## src/rtl/misr_sig_bench_if.sv

```systemverilog
// misr_sig_bench_if: control and data bundle for misr_sig_my.
//   master drives clr/start/run_len/din and observes busy/done/sig/sig_xor.
//   slave is the MISR block side.
interface misr_sig_bench_if #(
   parameter int NUM_CH = 4,
   parameter int WIDTH  = 8,
   parameter int CNT_W  = 8
);
   logic                      clr;
   logic                      start;
   logic [CNT_W-1:0]          run_len;
   logic [NUM_CH*WIDTH-1:0]   din;
   logic                      busy;
   logic                      done;
   logic [NUM_CH*WIDTH-1:0]   sig;
   logic [WIDTH-1:0]          sig_xor;

   modport master (output clr, start, run_len, din,
                   input  busy, done, sig, sig_xor);
   modport slave  (input  clr, start, run_len, din,
                   output busy, done, sig, sig_xor);
endinterface

// rtl/misr_sig_my.sv
// misr_sig_my: NUM_CH independent WIDTH-bit MISRs compacting their din slices
// for a programmed number of cycles under an IDLE/RUN/DONE controller.
// Ports:
//   blif_clk_net    rising-edge clock
//   blif_reset_net  async active-low reset
//   bus (slave)     clr, start, run_len, din in; busy, done, sig, sig_xor out
//                   channel c lives at [c*WIDTH +: WIDTH] of din and sig

// One MISR channel. zero has priority over upd so a restart or clear always
// begins compaction from an all-zero register.
module misr_sig_lane #(
   parameter int               WIDTH = 8,
   parameter logic [WIDTH-1:0] POLY  = 'h1D
) (
   input  logic             blif_clk_net,
   input  logic             blif_reset_net,
   input  logic             zero,
   input  logic             upd,
   input  logic [WIDTH-1:0] d,
   output logic [WIDTH-1:0] m
);
   logic [WIDTH-1:0] m_nxt;

   // Shift left; the bit falling off the top folds back through the tap mask.
   assign m_nxt = {m[WIDTH-2:0], 1'b0} ^ (m[WIDTH-1] ? POLY : '0) ^ d;

   always_ff @(posedge blif_clk_net or negedge blif_reset_net) begin
      if (!blif_reset_net)  m <= '0;
      else if (zero)        m <= '0;
      else if (upd)         m <= m_nxt;
   end
endmodule

module misr_sig_my #(
   parameter int               NUM_CH = 4,
   parameter int               WIDTH  = 8,
   parameter logic [WIDTH-1:0] POLY   = 'h1D,
   parameter int               CNT_W  = 8
) (
   input  logic             blif_clk_net,
   input  logic             blif_reset_net,
   misr_sig_bench_if.slave  bus
);
   typedef enum logic [1:0] {IDLE = 2'd0, RUN = 2'd1, DONE = 2'd2} state_t;

   state_t                         state;
   logic [CNT_W-1:0]               cnt;
   logic                           zero;
   logic                           upd;
   logic [NUM_CH-1:0][WIDTH-1:0]   din_v;
   logic [NUM_CH-1:0][WIDTH-1:0]   sig_v;
   logic [WIDTH-1:0]               sig_x;

   // A start is only honoured outside RUN; clear zeroes regardless of state.
   assign zero = bus.clr | (bus.start & (state != RUN));
   assign upd  = (state == RUN);

   always_ff @(posedge blif_clk_net or negedge blif_reset_net) begin
      if (!blif_reset_net) begin
         state <= IDLE;
         cnt   <= '0;
      end else if (bus.clr) begin
         state <= IDLE;
         cnt   <= '0;
      end else begin
         case (state)
            IDLE, DONE: begin
               if (bus.start) begin
                  cnt   <= bus.run_len;
                  state <= (bus.run_len != '0) ? RUN : DONE;
               end
            end
            RUN: begin
               cnt <= cnt - CNT_W'(1);
               // cnt==1 marks the final update; counter lands on 0 with DONE.
               if (cnt == CNT_W'(1)) state <= DONE;
            end
            default: begin
               state <= IDLE;
               cnt   <= '0;
            end
         endcase
      end
   end

   assign bus.busy = (state == RUN);
   assign bus.done = (state == DONE);

   assign din_v = bus.din;

   for (genvar c = 0; c < NUM_CH; c++) begin : g_lane
      misr_sig_lane #(.WIDTH(WIDTH), .POLY(POLY)) u_lane (
         .blif_clk_net   (blif_clk_net),
         .blif_reset_net (blif_reset_net),
         .zero           (zero),
         .upd            (upd),
         .d              (din_v[c]),
         .m              (sig_v[c])
      );
   end

   always_comb begin
      sig_x = '0;
      for (int c = 0; c < NUM_CH; c++) sig_x = sig_x ^ sig_v[c];
   end

   assign bus.sig     = sig_v;
   assign bus.sig_xor = sig_x;
endmodule

```

## src/flat_wrapper.sv

```systemverilog
// flat-port wrapper written by rule: the top's interface ports become plain ports
module misr_sig_bench_flat 
#(
   parameter int               NUM_CH = 4,
   parameter int               WIDTH  = 8,
   parameter logic [WIDTH-1:0] POLY   = 'h1D,
   parameter int               CNT_W  = 8
)
  (blif_clk_net, blif_reset_net, bus_clr, bus_start, bus_run_len, bus_din, bus_busy, bus_done, bus_sig, bus_sig_xor);
  misr_sig_bench_if #(.NUM_CH(NUM_CH), .WIDTH(WIDTH), .CNT_W(CNT_W)) bus_i ();
  input  logic blif_clk_net;
  input  logic blif_reset_net;
  input wire logic [$bits(bus_i.clr)-1:0] bus_clr;
  input wire logic [$bits(bus_i.start)-1:0] bus_start;
  input wire logic [$bits(bus_i.run_len)-1:0] bus_run_len;
  input wire logic [$bits(bus_i.din)-1:0] bus_din;
  output wire logic [$bits(bus_i.busy)-1:0] bus_busy;
  output wire logic [$bits(bus_i.done)-1:0] bus_done;
  output wire logic [$bits(bus_i.sig)-1:0] bus_sig;
  output wire logic [$bits(bus_i.sig_xor)-1:0] bus_sig_xor;
  assign bus_i.clr = bus_clr;
  assign bus_i.start = bus_start;
  assign bus_i.run_len = bus_run_len;
  assign bus_i.din = bus_din;
  assign bus_busy = bus_i.busy;
  assign bus_done = bus_i.done;
  assign bus_sig = bus_i.sig;
  assign bus_sig_xor = bus_i.sig_xor;
  misr_sig_my #(.NUM_CH(NUM_CH), .WIDTH(WIDTH), .POLY(POLY), .CNT_W(CNT_W)) u_core (.blif_clk_net(blif_clk_net), .blif_reset_net(blif_reset_net), .bus(bus_i));
endmodule
```

## config.mk

```make
export PLATFORM = sky130hd
export DESIGN_NAME = misr_sig_bench_flat
export DESIGN_NICKNAME = d
export VERILOG_FILES = /design/src/rtl/misr_sig_bench_if.sv /design/src/rtl/misr_sig_my.sv /design/src/flat_wrapper.sv
export SDC_FILE = /design/constraint.sdc
export NUM_CORES = 1
export LEC_CHECK = 0
export BUFFER_PORTS_ARGS = -buffer_cell sky130_fd_sc_hd__clkbuf_2
export CORE_MARGIN = 1.5
export CORE_UTILIZATION = 38
export CTS_CLUSTER_SIZE = 25
export DETAILED_ROUTE_END_ITERATION = 16
export PLACE_DENSITY = 0.75
export SYNTH_ARGS = -nofsm -noshare
export SYNTH_HDL_FRONTEND = slang
export SYNTH_SLANG_ARGS = --single-unit
```

## constraint.sdc

```tcl
create_clock -name blif_clk_net -period 2.8 [get_ports blif_clk_net]
set_input_delay 0.14 -clock blif_clk_net [delete_from_list [all_inputs] [get_ports blif_clk_net]]
set_output_delay 0.14 -clock blif_clk_net [all_outputs]
set_load 0.02 [all_outputs]
```

==> results of run 1 <==
-- where the power goes --
part | total, mW | leakage (nW) | internal [mW] | switching [mW]
clock | 0.384 | 0.0452 | 0.176 | 0.208
sequential | 0.865 | 0.568 | 0.704 | 0.162
combinational | 0.935 | 0.904 | 0.392 | 0.543
-- state kept, by name (all words and copies together) (netlist names) --
name and flops:
u_core.g_lane.u_lane.m 32, u_core.cnt 8, u_core.state 2
-- cell type report --
type | instances | area [um2]
sequential | 42 | 1050
clock buffer | 6 | 72.6
multi-input combinational | 162 | 1320
clock inverter | 2 | 13.8
inverter | 5 | 18.8
fill | 597 | 3310
tap | 77 | 96.3
timing repair buffer | 86 | 433
-- worst max-delay path by stage --
stage / from / endpoint / slack [ps] / cells after the start
final: u_core.state[0] / u_core.g_lane[0].u_lane.m[0] / 750 / 4
after global routing: u_core.state[0] / u_core.g_lane[3].u_lane.m[1] / 560 / 4
after CTS: u_core.state[0] / u_core.g_lane[3].u_lane.m[2] / 740 / 4
after detailed placement: u_core.state[0] / u_core.g_lane[3].u_lane.m[2] / 770 / 4
after global placement: u_core.state[0] / u_core.g_lane[2].u_lane.m[5] / 830 / 4
after floorplan: u_core.g_lane[2].u_lane.m[7] / bus_sig_xor[7] / 1460 / 3
-- synthesized netlist by cell type (all sizes together), types with 2 or more instances --
| library cell | number | area share [%] |
|---|---|---|
| dfrtp | 42 | 43 |
| inv | 5 | 0.76 |
| ha | 2 | 1.0 |
| a41oi | 2 | 1.0 |
| nor2 | 11 | 2.0 |
| buf | 14 | 3.3 |
| nor3 | 5 | 2.3 |
| a22o | 32 | 11 |
| nor4 | 2 | 0.51 |
| nand2 | 5 | 0.76 |
| o21ai | 11 | 2.4 |
| xor2 | 29 | 10 |
| a21oi | 6 | 1.4 |
| a32oi | 3 | 1.1 |
| xnor2 | 40 | 14 |
-- worst reg2reg max path, cell delays in order, from the launching register on --
cell,delay [ps]
dfrtp_1,510
inv_2,190
nor2_4,80
nor3_4,910
a22o_1,300
-- cell families (layout without fill, tap and decap cells) --
group	after synthesis	count (layout)
flops	42	42
simple gates	29	29
fa+ha+maj	2	2
mux	1	1
buf+inv	19	99
compound gates	61	61
xor+xnor	69	69
-- per-stage QoR --
step,std cells,area (um2)
6_report,380,3010
2_1_floorplan,223,2470
5_1_grt,380,3010
3_5_place_dp,372,2920
3_3_place_gp,372,2920
4_1_cts,380,3010
-- layer usage --
layer	vias up	share of wire (%)
met5	-	0
met4	0	1.4
met3	9	6.8
li1	948	-
met1	938	47
met2	85	45
==> results.toml, run 1 <==
[timing]
slew_headroom_pct = 19.7
slew_viol_final = 0
finalHoldViolations = 0
worst_clock_skew_ps = 5.16
max_freq_ghz = 0.487
worst_slew_pin_slew_ps = 1200
hold_slack_ps = 17.3
setup_viol = 0
timing.final.crit_share_pct = 73.3
min_period_ps = 2050
rsz0062_at_grt = "false"
setup_tns_ps = 0
finalWorstSetupSlack_ps = 746

[routing]
ant_nets = 0
wl_um = 5740
wire_per_inst_um = 15.1
drt_iter0_markers = 102
vias = 1980
vias_per_cell = 5.21
drc_errors = 0
drtPass1Iterations = 4

[finish]
layout-drive-gt1-share_pct = 34.3
final_common_cell = "clkbuf_2"
syn_to_final_growth_pct = 21.9
nets = 348
fin_util_pct = 47.6
antenna_cells = 0
most-common-layout-cells = "85 x clkbuf_2, 42 x dfrtp_1, 40 x xnor2_1"

[cts]
insertion_delay_ps = 290
post_cts_resized = 0
htreeDepth = 2
cts_buffer_depth = 2
cts-buffers-inserted = 5
cts_sinks = 42
cts_hold_buf = 0
cts.reportedPaths.clkPinSlew_ps = 80
cts_root_buf = "clkbuf_8"
postCtsSetupRepairBufs = 0
cts_tree = "built"

[floorplanning]
die_h_um = 83.6
ios = 86
die_x_um = 83.6
die_area_mm2 = 0.00699
fp-row-count = 29
core_mm2 = 0.00631
initial_core_util_pct = 39.1

[global_route]
antenna_found_initial = 0
grt_pass1_wl_um = 9480
grtUsageMet3_pct = 3.66
grt_pass1_vias = 1944
use_met1_pct = 23.2
grt_usage_pct = 16.9
grtUsageMet2_pct = 26.5
top_usage_layer = "met2"
overflow = 0
grt_max_degree = 43

[synth]
seq_area_frac_synth_pct = 42.6
ys_ff_latch = 42
synthDistinctLibCells = 38
synthSimpleGateAreaFrac_pct = 7.30
synthAdderAreaFrac_pct = 1.01
synth_top_family_by_area = "XOR/XNOR gates"
netlist_area_mm2 = 0.00247
avgSynthCellArea_um2 = 11.1
synthArstFlopShare_pct = 100
synthXorXnorAreaFrac_pct = 24.5
synthMuxAreaShare_pct = 0.406
syn_inst = 223
synth_edf_count = 0
syn_nets = 269
synth_ff_type = "dfrtp_1"
ys_warn_count = 0
synth_compound_area_share_pct = 20.1

[setup_path]
path_cells = "inv_2, nor2_4, nor3_4, a22o_1"
r2r-start = "u_core.state[0]"
cp_top_family = "simple AND/OR/NAND/NOR gates"
start_kind = "flop"
crit_path_end_kind = "flop"
critPathBufInv = 1
arrival_ps = 2290
slowest_delay_ps = 910
r2r_end = "u_core.g_lane[0].u_lane.m[0]"
critPathMaxFanout = 32
rrSetupSlack_ps = 750
rr_worst_depth = 4
slowest_stage = "nor3_4"
worstSetupPathType = "flop to flop"
crit_required_ps = 3030

[placed_design]
io_buffers = 85
gp_congestion = 0.841
place_ws_ps = 774
dp_hpwl_um = 4280

[flow_run]
cap_violations = 0

[power]
finalPower_mw = 2.18
p_per_area_mw_per_mm2 = 726
vdd_drop_max_uv = 402
p_leak_nw = 1.52

[run_status]
status = "finished, final reports clean"

[hold_path]
hold_class = "input port to async pin"
Note: power is estimated with default switching activity, not from simulation.
==> inputs of run 2 (changes only) <==
PLACE_DENSITY = 0.78   (was 0.75)
clock period = 1.7 ns   (was 2.8 ns; I/O delays follow)
==> results.toml, run 2 (same netlist as run 1, synthesis figures left out) <==
[cts]
cts_tree = "built"
insertion_delay_ps = 290
cts_sinks = 42
postCtsSetupRepairBufs = 0
cts.reportedPaths.clkPinSlew_ps = 80
cts_buffer_depth = 2
post_cts_resized = 0
cts-buffers-inserted = 5
cts_root_buf = "clkbuf_8"
htreeDepth = 2
cts_hold_buf = 1

[routing]
vias_per_cell = 5.23
ant_nets = 0
wl_um = 5830
vias = 2015
drt_iter0_markers = 57
drtPass1Iterations = 4
wire_per_inst_um = 15.2
drc_errors = 0

[hold_path]
whs_endpoint = "u_core.cnt[5]"
min_from = "bus_run_len[5]"
hold_class = "input port to flop"
min_path_cells = 3

[finish]
antenna_cells = 0
final_cells = 385
nets = 353
largest_register = "u_core.g_lane.u_lane.m"
nFillCells = 603
fin_util_pct = 49.5
most-common-layout-cells = "85 x clkbuf_2, 42 x dfrtp_1, 40 x xnor2_1"
layout-drive-gt1-share_pct = 35.4
largestRegisters = "u_core.g_lane.u_lane.m (32), u_core.cnt (8), u_core.state (2)"
final_common_cell = "clkbuf_2"
multi_input_area_mm2 = 0.00132
design_area_mm2 = 0.00313
largest_reg_flops = 32
regArea_mm2 = 0.00105
syn_to_final_growth_pct = 26.8

[setup_path]
worstSetupPathType = "flop to output pin"
slowest_stage = "dfrtp_1"
rrSetupSlack_ps = 240
r2r-start = "u_core.state[1]"
crit_required_ps = 1620
rr_worst_depth = 3
crit_path_end_kind = "output pin"
slowest_delay_ps = 580
path_cells = "xor2_1, xnor2_1, clkbuf_2"
arrival_ps = 1410
start_kind = "flop"
r2r_end = "u_core.state[1]"
critPathMaxFanout = 7

[floorplanning]
die_h_um = 83.6
die_area_mm2 = 0.00699
fp-row-count = 29
ios = 86
core_mm2 = 0.00631
die_x_um = 83.6
initial_core_util_pct = 39.1

[global_route]
grt_pass1_wl_um = 9800
overflow = 0
grt_pass1_vias = 2031
grt_usage_pct = 17.2
grt_max_degree = 43
antenna_found_initial = 0

[power]
p_per_area_mw_per_mm2 = 1270
vdd_drop_max_uv = 587
finalPower_mw = 3.97
p_leak_nw = 1.57

[placed_design]
place_area_mm2 = 0.00298
gp_congestion = 0.906
place_ws_ps = 265
io_buffers = 85
place_inst = 376
dp_hpwl_um = 4420

[timing]
setup_tns_ps = 0
hold_slack_ps = 35.8
rsz0062_at_grt = "false"
max_freq_ghz = 0.671
timing.final.crit_share_pct = 87.7
worst_clock_skew_ps = 4.25
setup_viol = 0
min_period_ps = 1490
finalHoldViolations = 0
finalWorstSetupSlack_ps = 209
slew_viol_final = 0
slew_headroom_pct = 64.5
worst_slew_pin_slew_ps = 533

[run_status]
status = "finished, final reports clean"

[flow_run]
cap_violations = 0
[run 2: how the worst max path moves through the flow]
stage | startpoint | to | slack [ps] | cells after the start
6_report | u_core.g_lane[3].u_lane.m[7] | bus_sig_xor[7] | 210 | 3
4_1_cts | u_core.g_lane[3].u_lane.m[7] | bus_sig_xor[7] | 190 | 3
3_5_place_dp | u_core.state[1] | u_core.state[1] | 260 | 3
2_1_floorplan | u_core.state[1] | u_core.state[1] | 390 | 4
3_3_place_gp | u_core.state[1] | u_core.state[1] | 280 | 3
5_1_grt | u_core.g_lane[3].u_lane.m[7] | bus_sig_xor[7] | 120 | 3
[run 2: per-layer routing]
metal  share of wire [%]  GRT usage [%]
met5                   0              0
met1                  44           22.2
met4                0.99           3.73
met3                 6.7           4.95
met2                  49           28.9
[run 2: layout make-up]
type	count	share of cell area, %
multi-input combinational	162	42.2
sequential	42	33.6
timing repair buffer	91	15.9
tap	77	3.08
clock buffer	6	2.64
clock inverter	2	1.92
inverter	5	0.600
[run 2: power breakdown]
part	internal, mW	switching (mW)	total [mW]
clock	0.626	0.335	0.961
combinational	0.680	0.919	1.60
sequential	1.16	0.250	1.41
total	2.47	1.50	3.97
[run 2: critical path: cells and delay by family, from the launching register on]
family    cells  cell delay, ps
flops         1             580
xor+xnor      2             360
buf+inv       1             190
==> inputs of run 3 (changes only) <==
CORE_ASPECT_RATIO = 1.75   (was unset)
==> results.toml, run 3 (same netlist as run 1, synthesis figures left out) <==
[finish]
final_common_cell = "clkbuf_2"
largestRegisters = "u_core.g_lane.u_lane.m (32), u_core.cnt (8), u_core.state (2)"
nFillCells = 591
antenna_cells = 0
syn_to_final_growth_pct = 25.9
largest_reg_flops = 32
layout-drive-gt1-share_pct = 36.4
most-common-layout-cells = "85 x clkbuf_2, 42 x dfrtp_1, 40 x xnor2_1"
fin_util_pct = 49.9
nets = 358
largest_register = "u_core.g_lane.u_lane.m"

[routing]
drc_errors = 0
drt_iter0_markers = 120
vias = 2031
ant_nets = 0
wl_um = 6060
drtPass1Iterations = 4
vias_per_cell = 5.17
wire_per_inst_um = 15.4

[hold_path]
min_path_cells = 3
hold_class = "input port to flop"
min_from = "bus_run_len[5]"

[timing]
setup_viol = 0
finalWorstSetupSlack_ps = 134
slew_viol_final = 0
timing.final.crit_share_pct = 92.1
slew_headroom_pct = 54.5
worst_clock_skew_ps = 5.23
max_freq_ghz = 0.639
setup_tns_ps = 0
rsz0062_at_grt = "false"
min_period_ps = 1570
worst_slew_pin_slew_ps = 680
finalHoldViolations = 0
hold_slack_ps = 24.9

[power]
p_per_area_mw_per_mm2 = 1190
p_switching_mw = 1.53
p_leak_nw = 1.57
combPwrFrac_pct = 44.0
p_clk_share_pct = 18.1
finalPower_mw = 3.71
p_seq_share_pct = 38.0
internal_power_mw = 2.18
vdd_drop_max_uv = 825
p_sw_share_pct = 41.4

[global_route]
overflow = 0
grt_usage_pct = 18.0
antenna_found_initial = 0
grt_max_degree = 43
grt_pass1_vias = 1990
grt_pass1_wl_um = 9870

[setup_path]
arrival_ps = 1730
worstSetupPathType = "flop to flop"
start_kind = "flop"
critPathMaxFanout = 6
crit_path_start = "u_core.state[1]"
crit_path_end_kind = "flop"
rr_worst_depth = 4
r2r-start = "u_core.state[1]"
crit_required_ps = 1870

[cts]
cts_sinks = 42
cts.reportedPaths.clkPinSlew_ps = 80
cts-buffers-inserted = 5
htreeDepth = 2
insertion_delay_ps = 290
cts_tree = "built"
cts_buffer_depth = 2
cts_root_buf = "clkbuf_8"

[placed_design]
gp_congestion = 0.857
dp_hpwl_um = 4410
place_ws_ps = -35.5
io_buffers = 85

[floorplanning]
initial_core_util_pct = 39.6
die_x_um = 63.9
ios = 86
die_h_um = 110
fp-row-count = 38
core_mm2 = 0.00623
die_area_mm2 = 0.00700

[flow_run]
cap_violations = 0

[run_status]
status = "finished, final reports clean"
[run 3: cell types whose count changed in the layout (fill, tap and decap cells not counted)]
cell        previous run  this run
buf_12                 2         0
clkinvlp_4             0         1
buf_4                  3         9
clkinv_2               0         1
nor3_4                 3         4
bufinv_16              2         0
[run 3: power groups by stage]
stage / registers [mW] / logic (mW) / clock network, mW
global route: 1.44 / 1.77 / 0.755
finish: 1.41 / 1.63 / 0.670
CTS: 1.41 / 1.64 / 0.695
detailed placement: 1.43 / 1.62 / 0
floorplan: 1.48 / 1.04 / 0
global placement: 1.42 / 1.59 / 0
[run 3: layer usage]
| layer | routed length [um] | share of wire [%] | GRT usage, % |
|---|---|---|---|
| met5 | 0 | 0 | 0 |
| met2 | 3160 | 52 | 30.7 |
| met4 | 82 | 1.4 | 4.97 |
| met1 | 2520 | 42 | 23.6 |
| met3 | 304 | 5.0 | 2.76 |
[run 3: final timing paths]
path,end,slack (ps)
setup / recovery,u_core.state[1],130
hold / removal,u_core.cnt[5],20
setup reg to reg,u_core.state[1],130
hold reg to reg,u_core.cnt[7],530
max in group asynchronous,u_core.g_lane[1].u_lane.m[2],950
min in group asynchronous,u_core.cnt[1],380
[run 3: layout make-up]
| cell class | instances | area (um2) | share of cell area, % |
|---|---|---|---|
| multi-input cells | 163 | 1340 | 43.1 |
| flip-flops and latches | 42 | 1050 | 33.8 |
| repair buffers | 95 | 503 | 16.2 |
| well taps | 80 | 100 | 3.22 |
| clock buffers | 6 | 82.6 | 2.66 |
| inverters | 5 | 18.8 | 0.604 |
| clock inverters | 2 | 12.5 | 0.403 |
[run 3: through the flow]
stage	instance area, um2	cells
global placement	2980	383
detailed placement	2980	383
CTS	3110	393
global route	3110	393
floorplan	2470	223
finish	3110	393
[run 3: worst max-delay path, cell delays in order, from the launching register on]
cell and delay, ps:
dfrtp_1 420, buf_4 180, or3b_1 520, a41oi_2 250
a211oi_1 80
[run 3: what timing repair did]
action	in CTS	in global routing
gates resized for setup	1	0
setup buffers	0	0
setup endpoints to repair	32	0
hold endpoints to repair	42	0
hold buffers	1	0
